===== src/rtl/analog_intl_scan_pkg.sv =====
// Shared constants and the magnitude/NaN over-limit test for the analog interlock scanner.
package analog_intl_pkg;

  localparam int NUM_CH = 7;
  localparam int DATA_W = 32;
  localparam int DEB_W  = 16;
  localparam int CH_W   = 3;

  localparam logic [CH_W-1:0] CH_C      = 3'd0;
  localparam logic [CH_W-1:0] CH_V      = 3'd1;
  localparam logic [CH_W-1:0] CH_DC_C   = 3'd2;
  localparam logic [CH_W-1:0] CH_DC_V   = 3'd3;
  localparam logic [CH_W-1:0] CH_IGBT_T = 3'd4;
  localparam logic [CH_W-1:0] CH_I_ID_T = 3'd5;
  localparam logic [CH_W-1:0] CH_O_ID_T = 3'd6;

  // Positive IEEE-754 magnitudes order like unsigned integers, so bits[30:0]
  // compare directly; an all-ones exponent (NaN/Inf) always counts as over.
  function automatic logic f_mag_over(input logic [DATA_W-1:0] meas,
                                      input logic [DATA_W-1:0] sp);
    if (meas[30:23] == 8'hFF) return 1'b1;
    return meas[30:0] > sp[30:0];
  endfunction

endpackage


===== src/rtl/analog_intl_scan_if.sv =====
// Measurement, setpoint and fault signals between the interlock environment and the scanner.
interface analog_intl_scan_if;
  import analog_intl_pkg::*;

  logic [NUM_CH*DATA_W-1:0] i_meas;
  logic [NUM_CH-1:0]        i_meas_valid;
  logic [NUM_CH*DATA_W-1:0] i_sp;
  logic [NUM_CH-1:0]        i_ch_en;
  logic [DEB_W-1:0]         i_deb_cnt;
  logic                     i_intl_clr;
  logic [NUM_CH-1:0]        o_fault;
  logic                     o_intl;
  logic [CH_W-1:0]          o_first_ch;
  logic                     o_first_valid;
  logic [NUM_CH-1:0]        o_ovr;

  modport master (
    output i_meas, i_meas_valid, i_sp, i_ch_en, i_deb_cnt, i_intl_clr,
    input  o_fault, o_intl, o_first_ch, o_first_valid, o_ovr
  );

  modport slave (
    input  i_meas, i_meas_valid, i_sp, i_ch_en, i_deb_cnt, i_intl_clr,
    output o_fault, o_intl, o_first_ch, o_first_valid, o_ovr
  );

endinterface


===== src/rtl/intl_debounce_bank.sv =====
// Per-channel consecutive-over counters sharing one update path; flags a trip for the addressed channel.
module intl_debounce_bank
  import analog_intl_pkg::*;
(
  input  logic              clk,
  input  logic              rst_n,
  input  logic              valid_i,
  input  logic              over_i,
  input  logic [CH_W-1:0]   ch_i,
  input  logic [NUM_CH-1:0] ch_en_i,
  input  logic [DEB_W-1:0]  deb_cnt_i,
  input  logic              clr_i,
  output logic              trip_o,
  output logic [CH_W-1:0]   trip_ch_o
);

  logic [DEB_W-1:0] cnt_q [NUM_CH];
  logic [DEB_W-1:0] cnt_d [NUM_CH];
  logic [DEB_W-1:0] deb_eff;
  logic [DEB_W:0]   cnt_inc;

  // NOTE: every signal gets a default at the top of always_comb so no path leaves it unassigned (no latch).
  always_comb begin
    deb_eff = (deb_cnt_i == '0) ? DEB_W'(1) : deb_cnt_i;
    cnt_inc = {1'b0, cnt_q[ch_i]} + 1'b1;
    cnt_d   = cnt_q;
    trip_o  = 1'b0;
    if (valid_i) begin
      if (over_i) begin
        trip_o      = (cnt_inc >= {1'b0, deb_eff});
        cnt_d[ch_i] = trip_o ? deb_eff : cnt_inc[DEB_W-1:0];
      end else begin
        cnt_d[ch_i] = '0;
      end
    end
    for (int k = 0; k < NUM_CH; k++) begin
      if (!ch_en_i[k] || clr_i) cnt_d[k] = '0;
    end
    if (clr_i) trip_o = 1'b0;
  end

  assign trip_ch_o = ch_i;

  // NOTE: sequential state uses non-blocking assignments; the counters are reset because they carry trip history.
  always_ff @(posedge clk or negedge rst_n) begin
    if (!rst_n) begin
      for (int k = 0; k < NUM_CH; k++) cnt_q[k] <= '0;
    end else begin
      for (int k = 0; k < NUM_CH; k++) cnt_q[k] <= cnt_d[k];
    end
  end

endmodule


===== src/rtl/analog_intl_scan.sv =====
// Round-robin over-limit scanner: per-channel sample hold, shared compare stage, shared debounce, sticky faults.
module analog_intl_scan
  import analog_intl_pkg::*;
(
  input logic               i_clk,
  input logic               i_rst,
  analog_intl_scan_if.slave bus
);

  logic [CH_W-1:0]   ptr_q, ptr_d;
  logic [NUM_CH-1:0] pend_q, pend_d;
  logic [NUM_CH-1:0] ovr_q, ovr_d;
  logic [NUM_CH-1:0] consume;
  logic [DATA_W-1:0] hold_q [NUM_CH];
  logic [DATA_W-1:0] sp_sel;

  logic              s1_v_q, s1_v_d;
  logic              s1_over_q, s1_over_d;
  logic [CH_W-1:0]   s1_ch_q;

  logic [NUM_CH-1:0] fault_q, fault_d;
  logic              intl_q;
  logic [CH_W-1:0]   first_ch_q, first_ch_d;
  logic              first_valid_q, first_valid_d;
  logic              trip;
  logic [CH_W-1:0]   trip_ch;

  // Capture and stage-1 selection; a new strobe wins over a same-cycle consume so the fresh sample stays pending.
  always_comb begin
    consume          = '0;
    consume[ptr_q]   = pend_q[ptr_q];
    ptr_d            = (ptr_q == CH_O_ID_T) ? CH_C : ptr_q + 1'b1;
    sp_sel           = bus.i_sp[int'(ptr_q)*DATA_W +: DATA_W];
    s1_v_d           = pend_q[ptr_q] & bus.i_ch_en[ptr_q];
    s1_over_d        = f_mag_over(hold_q[ptr_q], sp_sel);
    pend_d           = (pend_q & ~consume) | bus.i_meas_valid;
    ovr_d            = bus.i_intl_clr ? '0
                     : ovr_q | (bus.i_meas_valid & pend_q & ~consume);
  end

  // Sample payloads are qualified by pend_q, so they need no reset.
  always_ff @(posedge i_clk) begin
    for (int k = 0; k < NUM_CH; k++) begin
      if (bus.i_meas_valid[k]) hold_q[k] <= bus.i_meas[k*DATA_W +: DATA_W];
    end
  end

  always_ff @(posedge i_clk or negedge i_rst) begin
    if (!i_rst) begin
      ptr_q     <= CH_C;
      pend_q    <= '0;
      ovr_q     <= '0;
      s1_v_q    <= 1'b0;
      s1_over_q <= 1'b0;
      s1_ch_q   <= CH_C;
    end else begin
      ptr_q     <= ptr_d;
      pend_q    <= pend_d;
      ovr_q     <= ovr_d;
      s1_v_q    <= s1_v_d;
      s1_over_q <= s1_over_d;
      s1_ch_q   <= ptr_q;
    end
  end

  intl_debounce_bank u_deb (
    .clk       (i_clk),
    .rst_n     (i_rst),
    .valid_i   (s1_v_q),
    .over_i    (s1_over_q),
    .ch_i      (s1_ch_q),
    .ch_en_i   (bus.i_ch_en),
    .deb_cnt_i (bus.i_deb_cnt),
    .clr_i     (bus.i_intl_clr),
    .trip_o    (trip),
    .trip_ch_o (trip_ch)
  );

  // Stage 2: sticky faults and first-out; a single trip per cycle means first-out never has ties.
  always_comb begin
    fault_d       = fault_q;
    first_ch_d    = first_ch_q;
    first_valid_d = first_valid_q;
    if (trip) begin
      fault_d[trip_ch] = 1'b1;
      if (!first_valid_q) begin
        first_ch_d    = trip_ch;
        first_valid_d = 1'b1;
      end
    end
    if (bus.i_intl_clr) begin
      fault_d       = '0;
      first_ch_d    = '0;
      first_valid_d = 1'b0;
    end
  end

  always_ff @(posedge i_clk or negedge i_rst) begin
    if (!i_rst) begin
      fault_q       <= '0;
      intl_q        <= 1'b0;
      first_ch_q    <= '0;
      first_valid_q <= 1'b0;
    end else begin
      fault_q       <= fault_d;
      intl_q        <= |fault_q;
      first_ch_q    <= first_ch_d;
      first_valid_q <= first_valid_d;
    end
  end

  assign bus.o_fault       = fault_q;
  assign bus.o_intl        = intl_q;
  assign bus.o_first_ch    = first_ch_q;
  assign bus.o_first_valid = first_valid_q;
  assign bus.o_ovr         = ovr_q;

endmodule


===== src/flat_wrapper.sv =====
// flat-port wrapper written by rule: the top's interface ports become plain ports
module analog_intl_scan_flat import analog_intl_pkg::*;
  (i_clk, i_rst, bus_i_meas, bus_i_meas_valid, bus_i_sp, bus_i_ch_en, bus_i_deb_cnt, bus_i_intl_clr, bus_o_fault, bus_o_intl, bus_o_first_ch, bus_o_first_valid, bus_o_ovr);
  analog_intl_scan_if bus_i ();
  input logic i_clk;
  input logic i_rst;
  input wire logic [$bits(bus_i.i_meas)-1:0] bus_i_meas;
  input wire logic [$bits(bus_i.i_meas_valid)-1:0] bus_i_meas_valid;
  input wire logic [$bits(bus_i.i_sp)-1:0] bus_i_sp;
  input wire logic [$bits(bus_i.i_ch_en)-1:0] bus_i_ch_en;
  input wire logic [$bits(bus_i.i_deb_cnt)-1:0] bus_i_deb_cnt;
  input wire logic [$bits(bus_i.i_intl_clr)-1:0] bus_i_intl_clr;
  output wire logic [$bits(bus_i.o_fault)-1:0] bus_o_fault;
  output wire logic [$bits(bus_i.o_intl)-1:0] bus_o_intl;
  output wire logic [$bits(bus_i.o_first_ch)-1:0] bus_o_first_ch;
  output wire logic [$bits(bus_i.o_first_valid)-1:0] bus_o_first_valid;
  output wire logic [$bits(bus_i.o_ovr)-1:0] bus_o_ovr;
  assign bus_i.i_meas = bus_i_meas;
  assign bus_i.i_meas_valid = bus_i_meas_valid;
  assign bus_i.i_sp = bus_i_sp;
  assign bus_i.i_ch_en = bus_i_ch_en;
  assign bus_i.i_deb_cnt = bus_i_deb_cnt;
  assign bus_i.i_intl_clr = bus_i_intl_clr;
  assign bus_o_fault = bus_i.o_fault;
  assign bus_o_intl = bus_i.o_intl;
  assign bus_o_first_ch = bus_i.o_first_ch;
  assign bus_o_first_valid = bus_i.o_first_valid;
  assign bus_o_ovr = bus_i.o_ovr;
  analog_intl_scan u_core (.i_clk(i_clk), .i_rst(i_rst), .bus(bus_i));
endmodule

===== config.mk =====
export PLATFORM = sky130hd
export DESIGN_NAME = analog_intl_scan_flat
export DESIGN_NICKNAME = d
export VERILOG_FILES = /design/src/rtl/analog_intl_scan_pkg.sv /design/src/rtl/analog_intl_scan_if.sv /design/src/rtl/intl_debounce_bank.sv /design/src/rtl/analog_intl_scan.sv /design/src/flat_wrapper.sv
export SDC_FILE = /design/constraint.sdc
export NUM_CORES = 1
export LEC_CHECK = 0
export BUFFER_PORTS_ARGS = -buffer_cell sky130_fd_sc_hd__buf_2
export CELL_PAD_IN_SITES_DETAIL_PLACEMENT = 2
export CELL_PAD_IN_SITES_GLOBAL_PLACEMENT = 2
export CORE_AREA = 2 2 235 237
export CTS_CLUSTER_DIAMETER = 100
export DETAILED_ROUTE_END_ITERATION = 12
export DIE_AREA = 0 0 237 239
export GPL_ROUTABILITY_DRIVEN = 1
export GPL_TIMING_DRIVEN = 0
export MAX_ROUTING_LAYER = met4
export PLACE_DENSITY_LB_ADDON = 0.1
export SLEW_MARGIN = 40
export SYNTH_ARGS = -nofsm -noshare
export SYNTH_HDL_FRONTEND = slang
export SYNTH_HIERARCHICAL = 1
export SYNTH_SLANG_ARGS = --single-unit

===== constraint.sdc =====
create_clock -name i_clk -period 6.2 [get_ports i_clk]
set_input_delay 0.31 -clock i_clk [delete_from_list [all_inputs] [get_ports i_clk]]
set_output_delay 0.31 -clock i_clk [all_outputs]
set_load 0.02 [all_outputs]

==> flow_summary.ini <==
[detailed_routing]
via_count = 18291
ant_nets = 0
drt_wl_total_mm = 108
drcViolationCount = 0
drtIter0Drc = 1582
drt-vias-per-instance = 5.88
wl_per_cell_um = 34.6
drt_pass1_iterations = 6

[clock_network]
cts_buffers = 44
cts_sinks = 363
ctsHtreeMaxLevel = 2
tritoncts = built
insertion_delay_ns = 0.61
path_clk_slew_ns = 0.06
clock_path_buffers = 3
cts_root_buffer = clkbuf_16

[floorplanning]
core_area_um2 = 54300
initial_core_util_pct = 33.6
io_pins = 500
rows = 86
dieArea_um2 = 56600
die_w_um = 237
die_h_um = 239

[synth]
synth_cell_type_count = 86
synth_area_per_cell_um2 = 11.6
ys_ff_latch = 363
postSynth.asyncResetShare_pct = 40.2
ys_warn_count = 6
yosysSeqAreaShare_pct = 55.7
synth_edf_count = 217
synth_flop_cell = edfxtp_1
netlist_area_um2 = 18300
synthesis.nets = 2100
netlist_instances = 1571

[sta]
tightest_slew_ns = 0.945
min_period_ns = 5.98
hold_viol = 0
period_share_pct = 96.4
fin_worst_skew_ns = 0.0251
slew_violations = 0
max_slew_margin_pct = 37.0
final-setup-viol-count = 0
max_freq_mhz = 167
finalWorstSetupSlack_ns = 0.221

[critical_path]
cp.required_ns = 6.71
rr_endpoint = u_core/u_deb/cnt_q[80]$_DFFE_PN0P_
crit_family = simple AND/OR/NAND/NOR gates
worstPathCellList = buf_4, buf_6, buf_2, nor2b_4, a22oi_1, nand3_1, ha_2, nor2b_1, nand3b_1, or2_0, buf_2, nor3_2, xnor2_2, ha_4, a21o_1, a21oi_1, o41ai_2, nor2_2, o41a_1, buf_6, nor2_1, a21oi_2, a22o_1
cp.buffers_inverters = 5
end_kind = register
critPathKind = reg2reg
r2r_slack_ns = 0.22
cpPeakStageDelay_ns = 0.50
critPathSlowestCell = a21oi_2
crit_fanout = 10
cp.arrival_ns = 6.49
r2r_start = u_core/s1_ch_q[1]$_DFF_PN0_
critical_path.startpoint_type = register
ff2ff_path_depth = 23

[placement]
place_ws_ns = -0.763
io_buffers = 485
gp_congestion = 0.933
place_area_um2 = 21700
hpwl_mm = 72.3

[final_layout]
drive_above_1_share_pct = 30.2
syn_to_final_growth_pct = 40.0
final_cell_area_um2 = 25600
layout.nets = 2859

[global_route]
grtUsageTotal_pct = 37.6
grt_pass1_wl_mm = 148
grt_max_degree = 60
grt_overflow_total = 0
grt_pass1_vias = 20333
antenna_found_initial = 46

[job]
maxCapViolations = 0

[worst_hold_path]
hp-start = bus_i_deb_cnt[9]
hold_path.class = in2reg
whs_path_depth = 3
whs_endpoint = u_core/u_deb/cnt_q[9]$_DFFE_PN0P_

[power_and_ir_drop]
power_w = 0.00593
ir_drop_mv = 0.209
power_density_nw_per_um2 = 232
p_leak_nw = 10.6

[run_status]
status = complete, no violations
how the worst max path moves through the flow:
| stage | slack, ns | end | cells past startpoint | from |
|---|---|---|---|---|
| 2_1_floorplan | 1.34 | u_core/bus.o_first_ch[0]$_DFFE_PN0P_ | 24 | u_core/s1_ch_q[1]$_DFF_PN0_ |
| 3_3_place_gp | -0.54 | u_core/bus.o_first_ch[2]$_DFFE_PN0P_ | 22 | u_core/s1_ch_q[2]$_DFF_PN0_ |
| 3_5_place_dp | -0.76 | u_core/bus.o_first_ch[2]$_DFFE_PN0P_ | 23 | u_core/s1_ch_q[1]$_DFF_PN0_ |
| 4_1_cts | 0.004 | u_core/bus.o_fault[1]$_DFFE_PN0P_ | 23 | u_core/s1_ch_q[1]$_DFF_PN0_ |
| 5_1_grt | -0.02 | u_core/u_deb/cnt_q[69]$_DFFE_PN0P_ | 25 | u_core/s1_ch_q[1]$_DFF_PN0_ |
| 6_report | 0.22 | u_core/u_deb/cnt_q[80]$_DFFE_PN0P_ | 23 | u_core/s1_ch_q[1]$_DFF_PN0_ |
kinds of logic (layout without fill, tap and decap cells):
| logic type | Yosys count | after routing | synth area share (%) |
|---|---|---|---|
| multiplexers | 113 | 113 | 6.72 |
| AO/OA/AOI/OAI | 507 | 507 | 19.0 |
| AND/OR/NAND/NOR | 398 | 398 | 10.5 |
| buffers and inverters | 128 | 915 | 4.11 |
| XOR/XNOR | 14 | 14 | 0.672 |
| flip-flops | 363 | 363 | 55.7 |
| other | 0 | 50 | 0 |
| adder cells (fa/ha/maj) | 48 | 48 | 3.29 |
through the flow:
stage,setup TNS (ns),instances,util [%],hold slack [ns]
after floorplan,0,1571,-,0.0144
after global placement,-42.00,2760,39.7,0.387
after detailed placement,-62.82,2766,40.0,0.208
after CTS,0,3060,46.6,0.0903
after global routing,-0.0752,3105,47.0,0.147
final,0,3112,47.0,0.128
worst min-delay path: cells and delay by family:
| kind | cells | cell delay, ns |
|---|---|---|
| buf+inv | 1 | 0.12 |
| simple gates | 1 | 0.15 |
| compound gates | 1 | 0.08 |
Yosys cell counts, types with 14 or more instances:
master | instances | area share (%)
a21o_1 | 14 | 0.58
a21oi_1 | 96 | 2.6
a221o_1 | 15 | 0.82
a221oi_1 | 19 | 0.91
a22o_1 | 56 | 2.7
a22oi_1 | 64 | 2.6
a31oi_1 | 17 | 0.58
buf_2 | 26 | 0.71
buf_6 | 18 | 1.1
clkbuf_1 | 34 | 0.70
dfrtp_1 | 146 | 20
edfxtp_1 | 217 | 36
ha_1 | 48 | 3.3
inv_1 | 27 | 0.56
mux2_2 | 26 | 1.6
mux2i_1 | 79 | 4.3
nand2_1 | 168 | 3.5
nand3_1 | 26 | 0.71
nand4_1 | 14 | 0.48
nor2_1 | 93 | 1.9
o211ai_1 | 16 | 0.66
o21ai_0 | 119 | 3.3
o21ai_1 | 19 | 0.52
state kept, by name, summed over array words and instances, names as in the netlist:
name and flops:
u_core/s1_ch_q 3, u_core/bus.o_first_ch 3, u_core/bus.o_ovr 7, u_core/pend_q 7, u_core/u_deb/cnt_q 112, u_core/bus.o_fault 7, u_core/ptr_q 3, u_core/s1_over_q 1
u_core/s1_v_q 1, u_core/bus.o_first_valid 1, u_core/bus.o_intl 1, u_core/hold_q 217
placed cells by master (no fill, tap or decap), drive strengths merged, types with 11 or more instances in the layout:
| master | count |
|---|---|
| o211ai | 17 |
| nand3 | 26 |
| dlygate4sd3 | 218 |
| o221ai | 11 |
| a22o | 56 |
| mux2i | 79 |
| nor2b | 12 |
| dfrtp | 146 |
| nand2 | 171 |
| a32oi | 12 |
| a21oi | 103 |
| clkbuf | 90 |
| nand4 | 14 |
| nor2 | 97 |
| buf | 558 |
| inv | 29 |
| ha | 48 |
| edfxtp | 217 |
| o21ai | 138 |
| a221o | 15 |
| a22oi | 64 |
| a21o | 14 |
| diode | 50 |
| clkinv | 16 |
| mux2 | 30 |
| a221oi | 25 |
| a31oi | 17 |
final cells by class:
type	instances	area (µm²)
sequential	363	10200
inverter	30	113
antenna	50	125
multi-input combinational	1080	7540
fill	5539	28800
clock buffer	55	1140
buffer	98	663
tap	704	881
timing repair buffer	713	4750
clock inverter	19	176
repair_timing:
action / CTS / global route
cloned: 0 / 0
endpoints found under the setup margin: 123 / 100
hold buffers: 218 / 0
endpoints found under the hold margin: 304 / 0
gates resized for setup: 17 / 15
pin swaps: 1 / 2
setup buffers: 2 / 2
metal layers:
layer | global-route usage [%] | up-vias | routed length [µm]
li1 | - | 7595 | -
met1 | 40.0 | 9309 | 37900
met2 | 66.4 | 1030 | 54700
met3 | 7.10 | 357 | 7980
met4 | 19.8 | 0 | 7000
met5 | - | - | 0
power breakdown:
group | internal (W) | switching (W) | leakage, nW
sequential | 0.00271 | 0.0000621 | 4.11
clock | 0.00139 | 0.00115 | 0.638
combinational | 0.000280 | 0.000343 | 5.88
(Power assumes the default switching activity.)
